File: src/rtl/axis_loopback_fifo.sv
// rtl/axis_loopback_fifo.sv - FWFT AXI-Stream loopback FIFO with optional store-and-forward release
module axis_loopback_fifo #(
   parameter int c_WIDTH     = 8,
   parameter int c_DEPTH     = 16,
   parameter int c_STORE_FWD = 0
) (
   input  logic                       clk,
   input  logic                       rst,
   input  logic [c_WIDTH-1:0]         s_axis_tdata,
   input  logic                       s_axis_tvalid,
   output logic                       s_axis_tready,
   input  logic                       s_axis_tlast,
   output logic [c_WIDTH-1:0]         m_axis_tdata,
   output logic                       m_axis_tvalid,
   input  logic                       m_axis_tready,
   output logic                       m_axis_tlast,
   output logic [$clog2(c_DEPTH):0]   fill_level,
   output logic [$clog2(c_DEPTH):0]   pkts_stored,
   output logic [31:0]                pkt_total
);

   localparam int AW = $clog2(c_DEPTH);
   localparam int CW = AW + 1;
   localparam logic [CW-1:0] FULL = CW'(c_DEPTH);

   logic [c_WIDTH:0]  mem [c_DEPTH];
   logic [AW-1:0]     wr_ptr;
   logic [AW-1:0]     rd_ptr;
   logic              full;
   logic              wr_en;
   logic              rd_en;
   logic              wr_last;
   logic              rd_last;
   logic              cut_thru;
   logic              release_ok;

   assign full          = (fill_level == FULL);
   assign s_axis_tready = rst & ~full;

   // Store-and-forward holds the head back until a whole packet is present; a packet that
   // fills the FIFO without tlast streams out until its tlast leaves, so it cannot deadlock.
   assign release_ok    = (c_STORE_FWD == 0) || (pkts_stored != '0) || full || cut_thru;
   assign m_axis_tvalid = rst & (fill_level != '0) & release_ok;

   assign {m_axis_tlast, m_axis_tdata} = mem[rd_ptr];

   assign wr_en   = s_axis_tvalid & s_axis_tready;
   assign rd_en   = m_axis_tvalid & m_axis_tready;
   assign wr_last = wr_en & s_axis_tlast;
   assign rd_last = rd_en & m_axis_tlast;

   always_ff @(posedge clk) begin
      if (wr_en)
         mem[wr_ptr] <= {s_axis_tlast, s_axis_tdata};
   end

   always_ff @(posedge clk or negedge rst) begin
      if (!rst) begin
         wr_ptr      <= '0;
         rd_ptr      <= '0;
         fill_level  <= '0;
         pkts_stored <= '0;
         pkt_total   <= '0;
         cut_thru    <= 1'b0;
      end else begin
         if (wr_en)
            wr_ptr <= wr_ptr + 1'b1;
         if (rd_en)
            rd_ptr <= rd_ptr + 1'b1;

         case ({wr_en, rd_en})
            2'b10:   fill_level <= fill_level + 1'b1;
            2'b01:   fill_level <= fill_level - 1'b1;
            default: fill_level <= fill_level;
         endcase

         case ({wr_last, rd_last})
            2'b10:   pkts_stored <= pkts_stored + 1'b1;
            2'b01:   pkts_stored <= pkts_stored - 1'b1;
            default: pkts_stored <= pkts_stored;
         endcase

         if (wr_last)
            pkt_total <= pkt_total + 32'd1;

         if (rd_last)
            cut_thru <= 1'b0;
         else if (full)
            cut_thru <= 1'b1;
      end
   end

endmodule

File: config.mk
export PLATFORM = sky130hd
export DESIGN_NAME = axis_loopback_fifo
export DESIGN_NICKNAME = d
export VERILOG_FILES = /design/src/rtl/axis_loopback_fifo.sv
export SDC_FILE = /design/constraint.sdc
export NUM_CORES = 1
export LEC_CHECK = 0
export BUFFER_PORTS_ARGS = -buffer_cell sky130_fd_sc_hd__buf_4
export CORE_AREA = 3 3 122 124
export CTS_BUF_LIST = sky130_fd_sc_hd__clkbuf_16
export DETAILED_ROUTE_END_ITERATION = 8
export DIE_AREA = 0 0 125 127
export PLACE_DENSITY = 0.78
export SETUP_SLACK_MARGIN = 0.05
export SYNTH_ARGS = -nofsm -noshare
export SYNTH_HDL_FRONTEND = slang
export SYNTH_SLANG_ARGS = --single-unit
File: constraint.sdc
create_clock -name clk -period 3.6 [get_ports clk]
set_input_delay 0.36 -clock clk [delete_from_list [all_inputs] [get_ports clk]]
set_output_delay 0.36 -clock clk [all_outputs]
set_load 0.005 [all_outputs]
* Yosys cells after proc, flatten, opt, wreduce, memory -nomap -nowiden
Memory sizes are Yosys's and may differ from the RTL's. Cells that the tools add are included.
Word-level totals: memories 1, input port bits 13, memory bits (writable) 144, register bits after elaboration 50, output and inout port bits 53
Memory list:
- mem | depth 16, width 9, read ports 1, clocked after Yosys merged registers in 0, wr ports 1, RTL line 26 | logic [c_WIDTH:0] mem [c_DEPTH];
Operators by class: reductions and logical operators 3, mux-type cells 4, add/sub/neg operators 7, equal/unequal tests 5, bitwise gates (word level) 7
Operators by type and width (count):
- $add A32 B1 Y32 const B | 1
- $pmux W5 S2 | 2
- $add A5 B1 Y5 const B | 2
- $sub A5 B1 Y5 const B | 2
- $add A4 B1 Y4 const B | 2
- $and A1 B1 Y1 | 6
- $eq A5 B5 Y1 const B | 1
- $reduce_bool A5 Y1 | 1
- $eq A2 B1 Y1 const B | 2
- $eq A2 B2 Y1 const B | 2
- $reduce_bool A2 Y1 | 2
- $mux W1 | 2
- $not A1 Y1 | 1

* Longest topological paths before layout
Gate-level depths: netlist of the first run.
depth in word-level cells 7, depth in mapped cells 13, mapped depth without buffers 13

* Worst setup path before layout of the first run
No wires, ideal clock.
kind register to register, start register rd_ptr[0], end register pkts_stored[4], path buffers 1, path slack 0.427 ns, stages on the path, launching flop included 13, clock period less this slack 3.173 ns, arrival time 3.051 ns, data required time 3.477 ns, path through dfrtp_1 > buf_6 > mux4_1 > a211oi_1 > a21oi_1 > and2_1 > ha_1 > ha_1 > nor2b_1 > o21ai_0 > a21oi_1 > or3b_2 > xnor2_1
On the way: cells in the longest elaborated chain, start to end 4, elaborated cells on any way between the ends 6, classes of those cells eq/ne (2); mux (1); bitwise (1); reduce/logical (1); memory (1)
RTL lines:
- start: declaration | RTL line 28 | logic [AW-1:0] rd_ptr;
- start signal: assignment | RTL line 69 | rd_ptr <= rd_ptr + 1'b1;
- $mem_v2 Z16 W9 *
- named net m_axis_tlast | RTL line 16 | output logic m_axis_tlast,
- $and A1 B1 Y1 * | RTL line 50 | assign rd_last = rd_en & m_axis_tlast;
- $eq A2 B1 Y1 or $eq A2 B2 Y1 (tied branches) | RTL line 77 | case ({wr_last, rd_last})
- $pmux W5 S2 or $reduce_bool A2 Y1 (tied branches)
- end signal: assignment | RTL line 78 | 2'b10: pkts_stored <= pkts_stored + 1'b1;
- end signal: assignment | RTL line 79 | 2'b01: pkts_stored <= pkts_stored - 1'b1;
- end signal: assignment | RTL line 80 | default: pkts_stored <= pkts_stored;
- end: declaration | RTL line 18 | output logic [$clog2(c_DEPTH):0] pkts_stored,
Mark *: on every way through the listed nets, which the timed path passes. The rest lies on a longest branch. A chain may end at the register's enable or synchronous reset.

* Final worst setup path of the first run
start register rd_ptr[0], end register pkts_stored[4]
On the way: cells in the longest elaborated chain, start to end 4, elaborated cells on any way between the ends 6, classes of those cells eq/ne (2); mux (1); bitwise (1); reduce/logical (1); memory (1)
RTL lines (RTL line):
- $mem_v2 Z16 W9 *
- $and A1 B1 Y1 * | 50
- $eq A2 B1 Y1 or $eq A2 B2 Y1 (tied branches) | 77
- $pmux W5 S2 or $reduce_bool A2 Y1 (tied branches)
Mark *: on every way between the ends. The rest lies on a longest branch, timed or not.

==> flow_metrics.env, run 1 <==
export IMPL_drcViolationCount=0
export IMPL_ir_drop_v=0.000388
export IMPL_worst_pin_slew_ns=0.682
export IMPL_synth_top_family_by_area="multiplexers"
export IMPL_rows=43
export IMPL_synth_simple_area_share_pct=6.78
export IMPL_comb_power_share_pct=28.2
export IMPL_intPower_mw=4.66
export IMPL_syn_inst=446
export IMPL_die_x_um=125
export IMPL_design_area_sq_um=9460
export IMPL_core_sq_um=13900
export IMPL_setup_viol=0
export IMPL_place_hpwl_mm=10.1
export IMPL_track_usage_pct=21.8
export IMPL_cts_sinks=194
export IMPL_grt_pass1_vias=4547
export IMPL_cts_buffer_depth=2
export IMPL_worstHoldEndpoint="mem[4][7]"
export IMPL_cp_arrival_ns=3.68
export IMPL_fin_nets=554
export IMPL_hold_class="primary input to register"
export IMPL_initial_core_util_pct=58.8
export IMPL_max_clock_freq_ghz=0.296
export IMPL_setup_worst_path_end_class="register"
export IMPL_ys_warnings_count=0
export IMPL_antenna_found_initial=0
export IMPL_mostFrequentLayoutCells="edfxtp_1, buf_4, dfrtp_1"
export IMPL_wirelength_mm=16.4
export IMPL_timing_rr_start="rd_ptr[0]"
export IMPL_io_buffers=65
export IMPL_synthXorXnorAreaFrac_pct=4.83
export IMPL_grt_pass1_wl_mm=25.9
export IMPL_p_per_area_nw_per_um2=694
export IMPL_reg2reg_setup_slack_ns=0.22
export IMPL_areaGrowthSynthToFinish_pct=16.0
export IMPL_hold_path_startpoint="s_axis_tdata[7]"
export IMPL_h_tree_depth=4
export IMPL_antenna_left=0
export IMPL_pwr_share_clk_pct=28.6
export IMPL_min_period_ns=3.38
export IMPL_leakage_nw=3.60
export IMPL_synth_top_flop_cell="edfxtp_1"
export IMPL_cts_clk_slew_worst_paths_ns=0.07
export IMPL_syn_avg_cell_area_sq_um=18.3
export IMPL_cp_required_ns=3.90
export IMPL_chipHeight_um=127
export IMPL_grt_max_degree=46
export IMPL_insertion_delay_ns=0.42
export IMPL_setup_tns_ns=0
export IMPL_fp_dieArea_sq_um=15900
export IMPL_synth_edf_count=144
export IMPL_grt_ovfl_total=0
export IMPL_r2r_end="pkts_stored[4]"
export IMPL_insertedDiodeCount=0
export IMPL_drv_slew=0
export IMPL_slew_headroom_pct=54.2
export IMPL_wl_per_cell_um=22.9
export IMPL_vias=4312
export IMPL_final_util_pct=68.2
export IMPL_layout_commonest_cell="edfxtp_1"
export IMPL_synth_nets=475
export IMPL_cp_startpoint="rd_ptr[0]"
export IMPL_place_gp_congestion=0.771
export IMPL_drive_above_1_share_pct=23.0
export IMPL_synth_compound_area_share_pct=1.36
export IMPL_synthAdderAreaFrac_pct=2.64
export IMPL_synth_area_mux_share_pct=14.2
export IMPL_path_max_fanout=6
export IMPL_p_sw_mw=1.91
export IMPL_first_iter_violations=239
export IMPL_io_pins=66
export IMPL_outcome="completed"
export IMPL_hold_depth=1
export IMPL_numCtsBuffers=17
export IMPL_p_sw_share_pct=29.0
export IMPL_async_flop_share_pct=25.8
export IMPL_drv_cap=0
export IMPL_fin_cells=718
export IMPL_synth_cell_type_count=40
export IMPL_root_buffer="clkbuf_16"
export IMPL_vias_per_cell=6.01
export IMPL_place_inst=683
export IMPL_place_area_sq_um=8830
export IMPL_min_period_over_period_pct=93.9
export IMPL_rr_worst_depth=12
export IMPL_dr_pass1_iters=4
export IMPL_sequentialPowerShare_pct=43.2
export IMPL_path_class="register to register"
export IMPL_rsz0062_at_grt="false"
export IMPL_cts_tree="built"
export IMPL_ys_seq_elements=194
export IMPL_synth_area_sq_um=8160
export IMPL_finClkSkew_ns=0.00716
export IMPL_startpoint_type="register"
export IMPL_hold_viol_final=0
export IMPL_ys_seq_area_share_pct=68.3
cell families after synthesis:
family / count (synthesis)
AOI/OAI and AO/OA: 19
xor gates and xnor gates: 45
adders and majority gates: 16
buffers and inverters: 31
DFF: 194
muxes: 48
and+or+nand+nor: 93
synth_stat cells (3+ instances only):
| cell type | number | area [sq um] |
|---|---|---|
| and4_1 | 7 | 61.3 |
| edfxtp_1 | 144 | 4320 |
| o21ai_0 | 8 | 40.0 |
| inv_1 | 16 | 60.1 |
| nor3b_1 | 3 | 22.5 |
| dfrtp_1 | 50 | 1250 |
| nand2_1 | 19 | 71.3 |
| buf_6 | 3 | 33.8 |
| mux4_1 | 34 | 893 |
| nor3_1 | 3 | 15.0 |
| a21o_1 | 3 | 22.5 |
| and2_1 | 17 | 106 |
| nor2_1 | 7 | 26.3 |
| xnor2_1 | 34 | 298 |
| nand4_1 | 13 | 81.3 |
| nand3_1 | 11 | 55.1 |
| ha_1 | 14 | 175 |
| xor2_1 | 11 | 96.3 |
| mux4_2 | 10 | 225 |
| clkbuf_1 | 7 | 26.3 |
| a21oi_1 | 5 | 25.0 |
| and3_1 | 3 | 18.8 |
state kept, by name, summed over array words and instances, names as in the netlist:
register and cells:
wr_ptr 4, fill_level 5, pkt_total 32, rd_ptr 4, mem 144, pkts_stored 5
stage by stage:
| stage | hold slack [ns] | power, mW | setup WS (ns) |
|---|---|---|---|
| floorplan | 0.0644 | 4.00 | 0.427 |
| global placement | 0.190 | 4.61 | 0.352 |
| detailed placement | 0.193 | 4.68 | 0.217 |
| CTS | 0.206 | 6.59 | 0.179 |
| global route | 0.224 | 6.86 | 0.00972 |
| finish | 0.230 | 6.57 | 0.221 |
routing by layer:
layer	global-route usage (%)	part of all wire [%]
met1	27.7	40
met2	36.3	51
met3	6.31	6.4
met4	7.65	1.9
met5	0	0
critical path, cell delays in order, from the launching register on:
cell and delay (ns):
dfrtp_2 0.43, mux4_1 0.58, and2_1 0.18, a211oi_1 0.20, a21oi_1 0.09, and2_1 0.18
ha_1 0.22, ha_1 0.32, nor2b_1 0.14, o21ai_0 0.21, a21oi_1 0.10, or3b_2 0.46
xnor2_1 0.14
timing repair:
item | in CTS | in global routing
endpoints found under the setup margin | 0 | 2
hold buffers | 1 | 0
buffers inserted | 0 | 2
gates resized for setup | 0 | 1
hold endpoints to repair | 7 | 0
power by group through the flow:
stage                     registers (mW)  logic (mW)  clock network (mW)
after detailed placement            2.87        1.82                   0
after floorplan                     2.80        1.20                   0
after global placement              2.85        1.76                   0
final                               2.84        1.85                1.88
after global routing                2.86        2.00                2.00
after CTS                           2.83        1.85                1.92
area by class of cell:
| class | instances | area, sq um |
|---|---|---|
| Sequential cell | 194 | 5580 |
| Fill cell | 913 | 4420 |
| Multi-Input combinational cell | 221 | 2440 |
| Timing Repair Buffer | 74 | 558 |
| Clock buffer | 17 | 425 |
| Tap cell | 180 | 225 |
| Clock inverter | 15 | 171 |
| Inverter | 17 | 63.8 |
how the worst max path moves through the flow:
stage / to / slack, ns / cells after the start
floorplan: pkts_stored[4] / 0.43 / 12
global placement: pkts_stored[4] / 0.35 / 12
detailed placement: pkts_stored[4] / 0.22 / 12
CTS: pkts_stored[4] / 0.18 / 12
global route: pkts_stored[4] / 0.01 / 12
finish: pkts_stored[4] / 0.22 / 12
Power figures use the tool's default switching activity.
==> run 2: changes to the inputs <==
--- a/config.mk
+++ b/config.mk
@@ -5,7 +5,7 @@
 export SDC_FILE = /design/constraint.sdc
 export NUM_CORES = 1
 export LEC_CHECK = 0
-export BUFFER_PORTS_ARGS = -buffer_cell sky130_fd_sc_hd__buf_4
+export BUFFER_PORTS_ARGS = -buffer_cell sky130_fd_sc_hd__buf_2
 export CORE_AREA = 3 3 122 124
 export CTS_BUF_LIST = sky130_fd_sc_hd__clkbuf_16
 export DETAILED_ROUTE_END_ITERATION = 8
==> run 2 against run 1 <==
Cell count is 0.42% lower. Register-to-register slack better by 0.06 ns. Fmax is 1.9% higher. Core utilization is 1.5 points lower. Via count is 3.1% lower. Final area is 2.2% lower. Global-route usage is 0.68 points lower. Non-clock buffer count is 3 lower. Combinational power is 9% lower. Sequential power hardly changed.
==> flow_metrics.env, run 2 (same netlist as run 1, synthesis figures left out) <==
export IMPL_largest_reg_flops=144
export IMPL_layout_commonest_cell="edfxtp_1"
export IMPL_design_area_sq_um=9250
export IMPL_grt_max_degree=45
export IMPL_numCtsBuffers=17
export IMPL_drive_above_1_share_pct=22.1
export IMPL_slew_headroom_pct=54.4
export IMPL_place_area_sq_um=8660
export IMPL_cp_required_ns=3.91
export IMPL_wl_per_cell_um=22.1
export IMPL_drcViolationCount=0
export IMPL_rsz0062_at_grt="false"
export IMPL_seq_area_sq_um=5580
export IMPL_die_x_um=125
export IMPL_insertedDiodeCount=0
export IMPL_path_cells="nor4_4, nand2_1, and3_1, inv_2, ha_1, inv_1, fa_1, nor2b_1, o21ai_0, nand3_1, or3b_2, xnor2_1"
export IMPL_root_buffer="clkbuf_16"
export IMPL_cts_clk_slew_worst_paths_ns=0.07
export IMPL_leakage_nw=3.54
export IMPL_busiest_layer="met2"
export IMPL_met3_usage_pct=5.14
export IMPL_hold_viol_final=0
export IMPL_drv_slew=0
export IMPL_grt_ovfl_total=0
export IMPL_setup_tns_ns=0
export IMPL_vias=4179
export IMPL_wirelength_mm=15.8
export IMPL_io_pins=66
export IMPL_track_usage_pct=21.1
export IMPL_drv_cap=0
export IMPL_grt_util_met2_pct=34.5
export IMPL_chipHeight_um=127
export IMPL_setup_worst_path_end_class="register"
export IMPL_ir_drop_v=0.000364
export IMPL_initial_core_util_pct=58.8
export IMPL_worst_pin_slew_ns=0.679
export IMPL_mostFrequentLayoutCells="edfxtp_1, buf_2, dfrtp_1"
export IMPL_cts_tree="built"
export IMPL_finClkSkew_ns=0.0138
export IMPL_final_util_pct=66.6
export IMPL_dr_pass1_iters=5
export IMPL_areaGrowthSynthToFinish_pct=13.4
export IMPL_grt_pass1_vias=4484
export IMPL_fin_nets=551
export IMPL_vias_per_cell=5.84
export IMPL_grt_pass1_wl_mm=25.0
export IMPL_cts_buffer_depth=2
export IMPL_slowest_stage="dfrtp_1"
export IMPL_timing_rr_start="fill_level[1]"
export IMPL_startpoint_type="register"
export IMPL_largestRegisters="mem (144), pkt_total (32)"
export IMPL_slowest_delay_ns=0.45
export IMPL_first_iter_violations=333
export IMPL_core_sq_um=13900
export IMPL_insertion_delay_ns=0.43
export IMPL_rows=43
export IMPL_whs_ns=0.312
export IMPL_place_hpwl_mm=10.0
export IMPL_rr_worst_depth=12
export IMPL_top_register="mem"
export IMPL_cp_arrival_ns=3.63
export IMPL_p_per_area_nw_per_um2=683
export IMPL_antenna_found_initial=0
export IMPL_reg2reg_setup_slack_ns=0.28
export IMPL_io_buffers=65
export IMPL_design_power_total_mw=6.32
export IMPL_min_period_ns=3.32
export IMPL_fp_dieArea_sq_um=15900
export IMPL_antenna_left=0
export IMPL_hold_depth=1
export IMPL_min_period_over_period_pct=92.1
export IMPL_use_met1_pct=27.3
export IMPL_hold_class="primary input to register"
export IMPL_path_max_fanout=12
export IMPL_path_class="register to register"
export IMPL_r2r_end="fill_level[4]"
export IMPL_cts_sinks=194
export IMPL_max_clock_freq_ghz=0.301
export IMPL_hold_path_startpoint="s_axis_tdata[4]"
export IMPL_setup_viol=0
export IMPL_place_gp_congestion=0.796
export IMPL_multi_input_area_sq_um=2440
export IMPL_fillCellCount=919
export IMPL_worstHoldEndpoint="mem[8][4]"
export IMPL_h_tree_depth=4
export IMPL_outcome="completed"
run 2: power breakdown:
group	switching [mW]	internal (mW)
combinational	0.811	0.870
sequential	0.205	2.62
clock	0.791	1.02
run 2: critical path, delay by kind of cell (launching register included):
kind	cells	cell delay [ns]
DFF	1	0.45
xor gates and xnor gates	1	0.13
adders and majority gates	2	0.66
and+or+nand+nor	6	1.56
buffers and inverters	2	0.26
AOI/OAI and AO/OA	1	0.14
run 2: metal layers:
metal / share of wire, % / vias up
met1: 39 / 2136
met4: 1.5 / 0
met3: 6.6 / 18
met2: 52 / 125
met5: 0 / -
li1: - / 1900
run 2: repair_timing:
action	4_1_cts	5_1_grt
hold endpoints to repair	8	0
setup buffers	0	0
hold buffers	1	0
endpoints found under the setup margin	0	2
gates resized for setup	0	3
run 2: worst max path at each step:
stage             startpoint  cells after the start  slack (ns)              to
2_1_floorplan      rd_ptr[0]                     12        0.43  pkts_stored[4]
3_3_place_gp       rd_ptr[0]                     12        0.40  pkts_stored[4]
3_5_place_dp   fill_level[1]                     12        0.19   fill_level[4]
4_1_cts        fill_level[1]                     12        0.17   fill_level[4]
5_1_grt        fill_level[0]                     12        0.08   fill_level[4]
6_report       fill_level[1]                     12        0.28   fill_level[4]
run 2: final cells by class:
class | instances | share of cell area [%]
inverters | 17 | 0.690
well taps | 180 | 2.43
flip-flops and latches | 194 | 60.3
clock buffers | 17 | 4.60
repair buffers | 71 | 4.03
multi-input cells | 221 | 26.4
clock inverters | 15 | 1.56
run 2: per-stage QoR:
stage / setup slack, ns / instances
after floorplan: 0.427 / 446
after global placement: 0.399 / 682
after detailed placement: 0.194 / 682
after CTS: 0.171 / 715
after global routing: 0.0840 / 715
final: 0.283 / 715
==> run 3: changes to the inputs <==
--- a/config.mk
+++ b/config.mk
@@ -11,6 +11,7 @@
 export DETAILED_ROUTE_END_ITERATION = 8
 export DIE_AREA = 0 0 125 127
 export PLACE_DENSITY = 0.78
+export RECOVER_POWER = 100
 export SETUP_SLACK_MARGIN = 0.05
 export SYNTH_ARGS = -nofsm -noshare
 export SYNTH_HDL_FRONTEND = slang
==> run 3 against run 2 <==
First-iteration DRC count shrank 14%. Final area shrank 0.55%. Combinational power shrank 2%. Global-route usage is the same. Core utilization shrank 0.37 points. Non-clock buffer count is the same. Worst hold slack gained 0.0062 ns. Die area is the same. Worst setup slack lost 0.036 ns. Power shrank 0.62%. Critical path type unchanged. Highest routed layer unchanged.
==> flow_metrics.env, run 3 (same netlist as run 1, synthesis figures left out) <==
export IMPL_setup_worst_path_end_class="register"
export IMPL_met3_length_um=892
export IMPL_antenna_left=0
export IMPL_min_period_over_period_pct=93.2
export IMPL_largestRegisters="mem (144), pkt_total (32)"
export IMPL_cts_buffer_depth=2
export IMPL_io_pins=66
export IMPL_reg2reg_setup_slack_ns=0.25
export IMPL_hold_viol_final=0
export IMPL_path_class="register to register"
export IMPL_grt_ovfl_total=0
export IMPL_initial_core_util_pct=58.8
export IMPL_p_sw_mw=1.82
export IMPL_h_tree_depth=4
export IMPL_insertedDiodeCount=0
export IMPL_cp_required_ns=3.92
export IMPL_insertion_delay_ns=0.43
export IMPL_areaGrowthSynthToFinish_pct=12.7
export IMPL_dr_max_layer_used="met4"
export IMPL_grt_pass1_vias=4484
export IMPL_rr_worst_depth=12
export IMPL_outcome="completed"
export IMPL_numCtsBuffers=17
export IMPL_sequentialPowerShare_pct=45.1
export IMPL_timing_rr_start="rd_ptr[0]"
export IMPL_place_gp_congestion=0.796
export IMPL_setup_tns_ns=0
export IMPL_pwr_share_clk_pct=28.8
export IMPL_place_hpwl_mm=10.0
export IMPL_finClkSkew_ns=0.0101
export IMPL_die_x_um=125
export IMPL_wirelength_mm=15.8
export IMPL_io_buffers=65
export IMPL_startpoint_type="register"
export IMPL_hold_class="primary input to async pin"
export IMPL_fin_nets=551
export IMPL_largest_reg_flops=144
export IMPL_postCtsSetupBuffers=0
export IMPL_top_register="mem"
export IMPL_ir_drop_v=0.000357
export IMPL_rows=43
export IMPL_root_buffer="clkbuf_16"
export IMPL_r2r_end="pkts_stored[4]"
export IMPL_drive_above_1_share_pct=15.7
export IMPL_p_per_area_nw_per_um2=683
export IMPL_m1WireLength_mm=6.43
export IMPL_p_sw_share_pct=28.9
export IMPL_comb_power_share_pct=26.0
export IMPL_drv_cap=0
export IMPL_chipHeight_um=127
export IMPL_max_clock_freq_ghz=0.298
export IMPL_slew_headroom_pct=21.4
export IMPL_min_period_ns=3.35
export IMPL_cts_sinks=194
export IMPL_intPower_mw=4.46
export IMPL_dr_wl_met2_mm=8.20
export IMPL_mostFrequentLayoutCells="edfxtp_1, dfrtp_1, mux4_1, xnor2_1, buf_2"
export IMPL_rsz0062_at_grt="false"
export IMPL_dr_pass1_iters=4
export IMPL_grt_pass1_wl_mm=25.0
export IMPL_fp_dieArea_sq_um=15900
export IMPL_vias=4247
export IMPL_wl_per_cell_um=22.0
export IMPL_grt_max_degree=45
export IMPL_cp_arrival_ns=3.67
export IMPL_first_iter_violations=285
export IMPL_drv_slew=0
export IMPL_antenna_found_initial=0
export IMPL_layout_commonest_cell="edfxtp_1"
export IMPL_core_sq_um=13900
export IMPL_cts_tree="built"
export IMPL_setup_viol=0
export IMPL_cts_clk_slew_worst_paths_ns=0.07
export IMPL_path_max_fanout=6
export IMPL_worst_pin_slew_ns=1.17
export IMPL_design_power_total_mw=6.28
export IMPL_drcViolationCount=0
export IMPL_vias_per_cell=5.94
export IMPL_leakage_nw=3.43
export IMPL_track_usage_pct=21.1
-- run 3: cell count changes in the layout (fill, tap and decap cells not counted), moves of 2 or more --
cell and change:
and2_1 -15, buf_4 -2, clkbuf_1 +32, and2_0 +15
buf_2 -31
-- run 3: stage by stage --
stage	instances	area (sq um)	hold WS, ns	util [%]	worst slack (ns)
2_1_floorplan	446	8160	0.0644	-	0.427
3_3_place_gp	682	8660	0.231	62.4	0.399
5_1_grt	715	9200	0.339	66.3	0.0469
4_1_cts	715	9240	0.295	66.6	0.171
6_report	715	9200	0.318	66.3	0.247
3_5_place_dp	682	8660	0.237	62.4	0.194
-- run 3: critical path, cell delays in order (launching register included) --
cell	delay (ns)
dfrtp_1	0.47
mux4_1	0.58
and2_0	0.18
a211oi_1	0.23
a21oi_1	0.08
and2_0	0.16
ha_1	0.23
ha_1	0.33
nor2b_1	0.15
o21ai_1	0.15
a21oi_1	0.08
or3b_2	0.46
xnor2_1	0.14
-- run 3: repair_timing --
item                                    4_1_cts  5_1_grt
endpoints found under the setup margin        0        2
endpoints found under the hold margin         8        0
gates resized for setup                       0        3
hold buffers                                  1        0
-- run 3: power groups by stage --
stage	Clock (mW)	Combinational, mW	Sequential [mW]
global route	1.93	1.79	2.86
floorplan	0	1.20	2.80
finish	1.81	1.64	2.83
detailed placement	0	1.69	2.86
CTS	1.83	1.71	2.82
global placement	0	1.64	2.84
-- run 3: worst max path at each step --
stage,end,slack [ns],from
finish,pkts_stored[4],0.25,rd_ptr[0]
CTS,fill_level[4],0.17,fill_level[1]
floorplan,pkts_stored[4],0.43,rd_ptr[0]
detailed placement,fill_level[4],0.19,fill_level[1]
global route,pkts_stored[4],0.05,rd_ptr[0]
global placement,pkts_stored[4],0.40,rd_ptr[0]
-- run 3: final cells by class --
| class | instances | area (sq um) |
|---|---|---|
| fillers | 939 | 4680 |
| repair buffers | 71 | 328 |
| inverters | 17 | 63.8 |
| well taps | 180 | 225 |
| clock buffers | 17 | 425 |
| flip-flops and latches | 194 | 5580 |
| multi-input cells | 221 | 2440 |
| clock inverters | 15 | 144 |
-- run 3: per-layer routing --
| metal | vias up | global-route usage [%] |
|---|---|---|
| met2 | 131 | 34.5 |
| met4 | 0 | 9.31 |
| met3 | 21 | 5.14 |
| li1 | 1903 | - |
| met1 | 2192 | 27.3 |
| met5 | - | 0 |
